**config.mk**
```make
export PLATFORM = sky130hd
export DESIGN_NAME = uart_rx
export DESIGN_NICKNAME = d
export VERILOG_FILES = /design/src/rtl/uart_pkg.sv /design/src/rtl/uart_bit_sync.sv /design/src/rtl/uart_rx.sv
export SDC_FILE = /design/constraint.sdc
export NUM_CORES = 1
export LEC_CHECK = 0
export CELL_PAD_IN_SITES_DETAIL_PLACEMENT = 0
export CELL_PAD_IN_SITES_GLOBAL_PLACEMENT = 1
export CORE_MARGIN = 1.5
export CORE_UTILIZATION = 25
export CTS_CLUSTER_DIAMETER = 60
export DETAILED_ROUTE_END_ITERATION = 7
export DONT_BUFFER_PORTS = 1
export PLACE_DENSITY = 0.45
export REMOVE_ABC_BUFFERS = 1
export SYNTH_ARGS = -nofsm -noshare
export SYNTH_HDL_FRONTEND = slang
export SYNTH_SLANG_ARGS = --single-unit
```
**constraint.sdc**
```tcl
create_clock -name i_clk -period 3.75 [get_ports i_clk]
set_input_delay 1.125 -clock i_clk [delete_from_list [all_inputs] [get_ports i_clk]]
set_output_delay 1.125 -clock i_clk [all_outputs]
set_load 0.02 [all_outputs]
```
**src/rtl/uart_pkg.sv**
```systemverilog
// rtl/uart_pkg.sv - shared UART types, defaults and parity helper
package uart_pkg;

   typedef enum logic [2:0] {
      IDLE   = 3'd0,
      START  = 3'd1,
      DATA   = 3'd2,
      PARITY = 3'd3,
      STOP   = 3'd4,
      BREAK  = 3'd5
   } uart_rx_state_t;

   localparam int UART_OVERSAMPLE_DEF = 16;

   // Expected parity bit for a data word; narrower words are zero-extended by the caller.
   function automatic logic uart_parity(input logic [7:0] data, input logic odd);
      return (^data) ^ odd;
   endfunction

endpackage

```
**src/rtl/uart_bit_sync.sv**
```systemverilog
// rtl/uart_bit_sync.sv - two-flop synchronizer for asynchronous single-bit inputs
module uart_bit_sync #(
   parameter logic RST_VAL = 1'b1
) (
   input  logic i_clk,
   input  logic i_rst,
   input  logic i_d,
   output logic o_q
);

   logic r_meta;
   logic r_sync;

   // Two flops in series; reset to the line's idle level so reset never looks like an edge.
   always_ff @(posedge i_clk) begin
      if (i_rst) begin
         r_meta <= RST_VAL;
         r_sync <= RST_VAL;
      end else begin
         r_meta <= i_d;
         r_sync <= r_meta;
      end
   end

   assign o_q = r_sync;

endmodule

```
**src/rtl/uart_rx.sv**
```systemverilog
// rtl/uart_rx.sv - oversampled UART receiver, 8N1 default; parity via UART_RX_PARITY_EN
module uart_rx
   import uart_pkg::*;
#(
   parameter int DATA_BITS  = 8,
   parameter int OVERSAMPLE = UART_OVERSAMPLE_DEF,
   parameter bit PARITY_ODD = 1'b0
) (
   input  logic                 i_clk,
   input  logic                 i_rst,
   input  logic                 i_rx_tick,
   input  logic                 i_rx,
   output logic [DATA_BITS-1:0] o_rx_data,
   output logic                 o_rx_valid,
   output logic                 o_rx_frame_err,
   output logic                 o_rx_parity_err,
   output logic                 o_rx_busy
);

   localparam int TW = $clog2(OVERSAMPLE);
   localparam int BW = $clog2(DATA_BITS);
   localparam logic [TW-1:0] TICK_MID  = TW'(OVERSAMPLE / 2 - 1);
   localparam logic [TW-1:0] TICK_LAST = TW'(OVERSAMPLE - 1);
   localparam logic [BW-1:0] BIT_LAST  = BW'(DATA_BITS - 1);
`ifdef UART_RX_PARITY_EN
   localparam bit PAR_EN = 1'b1;
`else
   localparam bit PAR_EN = 1'b0;
`endif

   uart_rx_state_t         r_state;
   uart_rx_state_t         w_next_state;
   logic [TW-1:0]          r_tick_cnt;
   logic [BW-1:0]          r_bit_cnt;
   logic [DATA_BITS-1:0]   r_shreg;
   logic                   r_par_mismatch;
   logic [DATA_BITS-1:0]   r_rx_data;
   logic                   r_rx_valid;
   logic                   r_frame_err;
   logic                   r_parity_err;

   logic                   w_rx_s;
   logic                   w_mid;
   logic                   w_last;
   logic                   w_busy;
   logic                   w_shift;
   logic                   w_valid_set;
   logic                   w_ferr_set;
   logic                   w_par_sample;

   uart_bit_sync #(
      .RST_VAL (1'b1)
   ) u_rx_sync (
      .i_clk (i_clk),
      .i_rst (i_rst),
      .i_d   (i_rx),
      .o_q   (w_rx_s)
   );

   // Sample points: START decides at mid start bit; every later bit is one full period on.
   assign w_mid  = i_rx_tick && (r_tick_cnt == TICK_MID);
   assign w_last = i_rx_tick && (r_tick_cnt == TICK_LAST);

   // State register.
   always_ff @(posedge i_clk) begin
      if (i_rst) begin
         r_state <= IDLE;
      end else begin
         r_state <= w_next_state;
      end
   end

   // Next-state logic; BREAK is the only state that reacts without a tick.
   always_comb begin
      w_next_state = r_state;
      case (r_state)
         IDLE: begin
            if (i_rx_tick && !w_rx_s) w_next_state = START;
         end
         START: begin
            if (w_mid) w_next_state = w_rx_s ? IDLE : DATA;
         end
         DATA: begin
            if (w_last && (r_bit_cnt == BIT_LAST)) begin
`ifdef UART_RX_PARITY_EN
               w_next_state = PARITY;
`else
               w_next_state = STOP;
`endif
            end
         end
`ifdef UART_RX_PARITY_EN
         PARITY: begin
            if (w_last) w_next_state = STOP;
         end
`endif
         STOP: begin
            if (w_last) w_next_state = w_rx_s ? IDLE : BREAK;
         end
         BREAK: begin
            if (w_rx_s) w_next_state = IDLE;
         end
         default: w_next_state = IDLE;
      endcase
   end

   // Per-state strobes that drive the datapath and output registers.
   always_comb begin
      w_busy       = (r_state != IDLE);
      w_shift      = (r_state == DATA) && w_last;
      w_par_sample = (r_state == PARITY) && w_last;
      w_valid_set  = (r_state == STOP) && w_last && w_rx_s;
      w_ferr_set   = (r_state == STOP) && w_last && !w_rx_s;
   end

   // Tick and bit counters, shift register, parity latch and registered outputs.
   always_ff @(posedge i_clk) begin
      if (i_rst) begin
         r_tick_cnt     <= '0;
         r_bit_cnt      <= '0;
         r_shreg        <= '0;
         r_par_mismatch <= 1'b0;
         r_rx_data      <= '0;
         r_rx_valid     <= 1'b0;
         r_frame_err    <= 1'b0;
         r_parity_err   <= 1'b0;
      end else begin
         if ((r_state == IDLE) || (r_state == BREAK)) begin
            r_tick_cnt <= '0;
         end else if (i_rx_tick) begin
            if (((r_state == START) && (r_tick_cnt == TICK_MID)) || (r_tick_cnt == TICK_LAST)) begin
               r_tick_cnt <= '0;
            end else begin
               r_tick_cnt <= r_tick_cnt + TW'(1);
            end
         end

         if ((r_state == START) && w_mid) begin
            r_bit_cnt      <= '0;
            r_par_mismatch <= 1'b0;
         end else if (w_shift) begin
            r_bit_cnt <= r_bit_cnt + BW'(1);
         end

         if (w_shift) begin
            r_shreg <= {w_rx_s, r_shreg[DATA_BITS-1:1]};
         end

         if (w_par_sample) begin
            r_par_mismatch <= (w_rx_s != uart_parity(8'(r_shreg), PARITY_ODD));
         end

         if (w_valid_set) begin
            r_rx_data <= r_shreg;
         end

         r_rx_valid   <= w_valid_set;
         r_frame_err  <= w_ferr_set;
         r_parity_err <= PAR_EN && w_valid_set && r_par_mismatch;
      end
   end

   assign o_rx_data       = r_rx_data;
   assign o_rx_valid      = r_rx_valid;
   assign o_rx_frame_err  = r_frame_err;
   assign o_rx_parity_err = r_parity_err;
   assign o_rx_busy       = w_busy;

endmodule

```
==> reports/metrics.cfg <==
[status]
status = complete, no violations

[timing]
whs_ns = 0.411
worst_slew_pin_slew_ns = 0.639
period_needed_ns = 2.32
setup_viol = 0
hold_violations = 0
setup-tns-final_ns = 0
post-route-period-util_pct = 61.9
drv_slew = 0
worst_slew_margin_rel_pct = 57.2
rsz0062_at_grt = no
max_freq_ghz = 0.431
skew_ns = 0.00158

[detailed_routing]
wl_met2_um = 1160
routed_wl_um = 2430
detailroute.via_count = 883
detail_route.wl_per_cell_um = 12.1
post-route-drc-count = 0
top_layer = met4
routed-wl-met3_um = 160
ant_nets = 0
drt-met1-wl_um = 1080
dr.first_iter.drc_count = 34
first_pass_iters = 4
viasPerCell = 4.39

[critical_path]
arrival_ns = 1.20
endpoint_kind = output pin
critPathLaunchType = register
slowest_stage = dfxtp_1
crit_path_max_fanout = 12
reg2reg_slack_ns = 1.89
required_ns = 2.62
crit_path_cell_trace = inv_1, nand2_1
crit_type = reg -> out
max_stage_delay_ns = 0.62

[logic_synthesis]
synth_cell_types = 38
synth_edf_count = 0
synthDominantCellAreaShare_pct = 45.2
syn_area_per_cell_um2 = 9.92
synth_commonest_cells = 30 x dfxtp_1, 28 x nor2_1, 20 x mux2i_1, 4 x buf_2, 4 x nand2_1
ys.warnings.count = 0
yosysTopAreaCell = dfxtp_1
ys.flop_type = dfxtp_1
synth-seq-area-share_pct = 45.2
synth.area.top_cells = dfxtp_1 45%, mux2i_1 15%, nor2_1 7.9%
async_flop_share_pct = 0
synth_cells = 134
synth-seq-cells = 30
netlist_area_mm2 = 0.00133
synth_most_common_cell = dfxtp_1

[clock_tree]
cts_tree = built
cts_buffers = 5
ctsHtreeMaxLevel = 2
root_buffer = clkbuf_8
clk_latency_ns = 0.27
cts_sinks = 30
clk_pin_slew_ns = 0.06
cts_buffer_depth = 2
postCtsSetupBuffers = 0
postCtsResizedCells = 0
cts_hold_buffers = 0

[place]
gp_congestion = 0.662
dp_hpwl_um = 1700
post_dp_cell_area_mm2 = 0.00134
io_buffers = 0

[pwr]
peakVddDrop_mv = 0.179
powerDensity_mw_per_mm2 = 479
p_leak_uw = 0.000563
power_uw = 687

[cells_and_area]
diodes = 0
drive_above_1_share_pct = 12.2
final_nets = 137
areaGrowthSynthToFinish_pct = 8.00
final_area_mm2 = 0.00144
utilization_pct = 28.1

[die]
start_util_pct = 26.0
row_count = 26
core_mm2 = 0.00511
die_h_um = 75.9
fp.dieArea_mm2 = 0.00576
io_pins = 16
die_x_um = 75.9

[grt]
overflow = 0
grtUsageTotal_pct = 9.52
grt_max_degree = 28
grt_first_pass_wirelength_um = 4270
grt_pass1_vias = 911
antenna_found_initial = 0

[hold_path]
hold_path_class = reg -> reg

[flow_run]
drv_cap = 0

==> cells by family after synthesis <==
family          synth area share (%)
flops                           45.2
buf+inv                         6.03
compound gates                  6.68
xor+xnor                        3.86
simple gates                    18.9
fa+ha+maj                       2.83
mux                             16.2
other cells                    0.282
==> per-layer routing <==
metal | vias up | GRT usage, %
met5 | - | 0
li1 | 447 | -
met2 | 17 | 15.2
met1 | 414 | 10.8
met4 | 0 | 4.44
met3 | 5 | 4.34
==> layout by cell type, fill, tap and decap left out <==
| master | netlist | final |
|---|---|---|
| nand4_1 | 3 | 3 |
| and2_4 | 1 | 1 |
| a2bb2oi_2 | 1 | 1 |
| o21ai_0 | 1 | 1 |
| a2111oi_0 | 1 | 1 |
| inv_1 | 2 | 2 |
| a22oi_1 | 1 | 1 |
| or2_1 | 1 | 1 |
| and4_1 | 1 | 1 |
| nor3b_2 | 2 | 2 |
| dfxtp_1 | 30 | 30 |
| a21oi_1 | 1 | 1 |
| or3b_1 | 1 | 1 |
| or2_2 | 2 | 2 |
| conb_1 | 1 | 1 |
| nor3b_1 | 1 | 1 |
| xor2_1 | 2 | 2 |
| mux2_4 | 1 | 1 |
| xnor2_1 | 2 | 2 |
| nand2_1 | 4 | 4 |
| ha_1 | 3 | 3 |
| mux2i_1 | 20 | 20 |
| xor2_2 | 1 | 1 |
| clkbuf_8 | 0 | 6 |
| nand2b_1 | 1 | 1 |
| o21bai_1 | 2 | 2 |
| a221oi_2 | 1 | 1 |
| o22ai_1 | 1 | 1 |
| nand3_1 | 2 | 2 |
| a31oi_1 | 1 | 1 |
| nor2_1 | 28 | 28 |
| clkbuf_1 | 3 | 1 |
| nor2b_1 | 1 | 1 |
| clkinv_2 | 0 | 1 |
| o21ai_1 | 1 | 1 |
| nor4_1 | 2 | 2 |
==> sequential cells by signal, summed over array words and instances, names as in the netlist <==
name	flops
o_rx_data	8
o_rx_frame_err	1
o_rx_valid	1
r_bit_cnt	3
r_shreg	8
r_state	3
r_tick_cnt	4
u_rx_sync.o_q	1
u_rx_sync.r_meta	1
==> worst max-delay path, delay by kind of cell, from the launching register on <==
family	cells	cell delay, ns
AND/OR/NAND/NOR	1	0.19
buffers and inverters	1	0.11
flip-flops	1	0.62
==> through the flow <==
step / std cells / worst slack [ns]
finish: 201 / 1.43
global route: 201 / 1.33
CTS: 201 / 1.41
detailed placement: 193 / 1.36
global placement: 193 / 1.40
floorplan: 123 / 1.63
==> area by class of cell <==
type,instances,area (um^2)
tap,70,87.6
fill,561,3670
multi-input combinational,91,648
inverter,2,7.51
clock buffer,7,86.3
sequential,30,601
clock inverter,1,5.00
==> power by group <==
| group | total (uW) | internal, uW | switching, uW |
|---|---|---|---|
| registers | 343 | 326 | 17.0 |
| clock network | 262 | 148 | 114 |
| logic | 82.0 | 38.8 | 43.2 |
| total | 687 | 513 | 175 |
==> final timing paths <==
kind / end / from / cells past startpoint
worst max-delay path: o_rx_busy / r_state[2]$_SDFFE_PP0P_ / 2
worst min-delay path: u_rx_sync.o_q$_SDFF_PP1_ / u_rx_sync.r_meta$_SDFF_PP1_ / 1
worst max register to register: o_rx_data[0]$_SDFFE_PP0P_ / r_tick_cnt[0]$_SDFFE_PP0P_ / 5
worst min register to register: u_rx_sync.o_q$_SDFF_PP1_ / u_rx_sync.r_meta$_SDFF_PP1_ / 1
(Power assumes the default switching activity.)
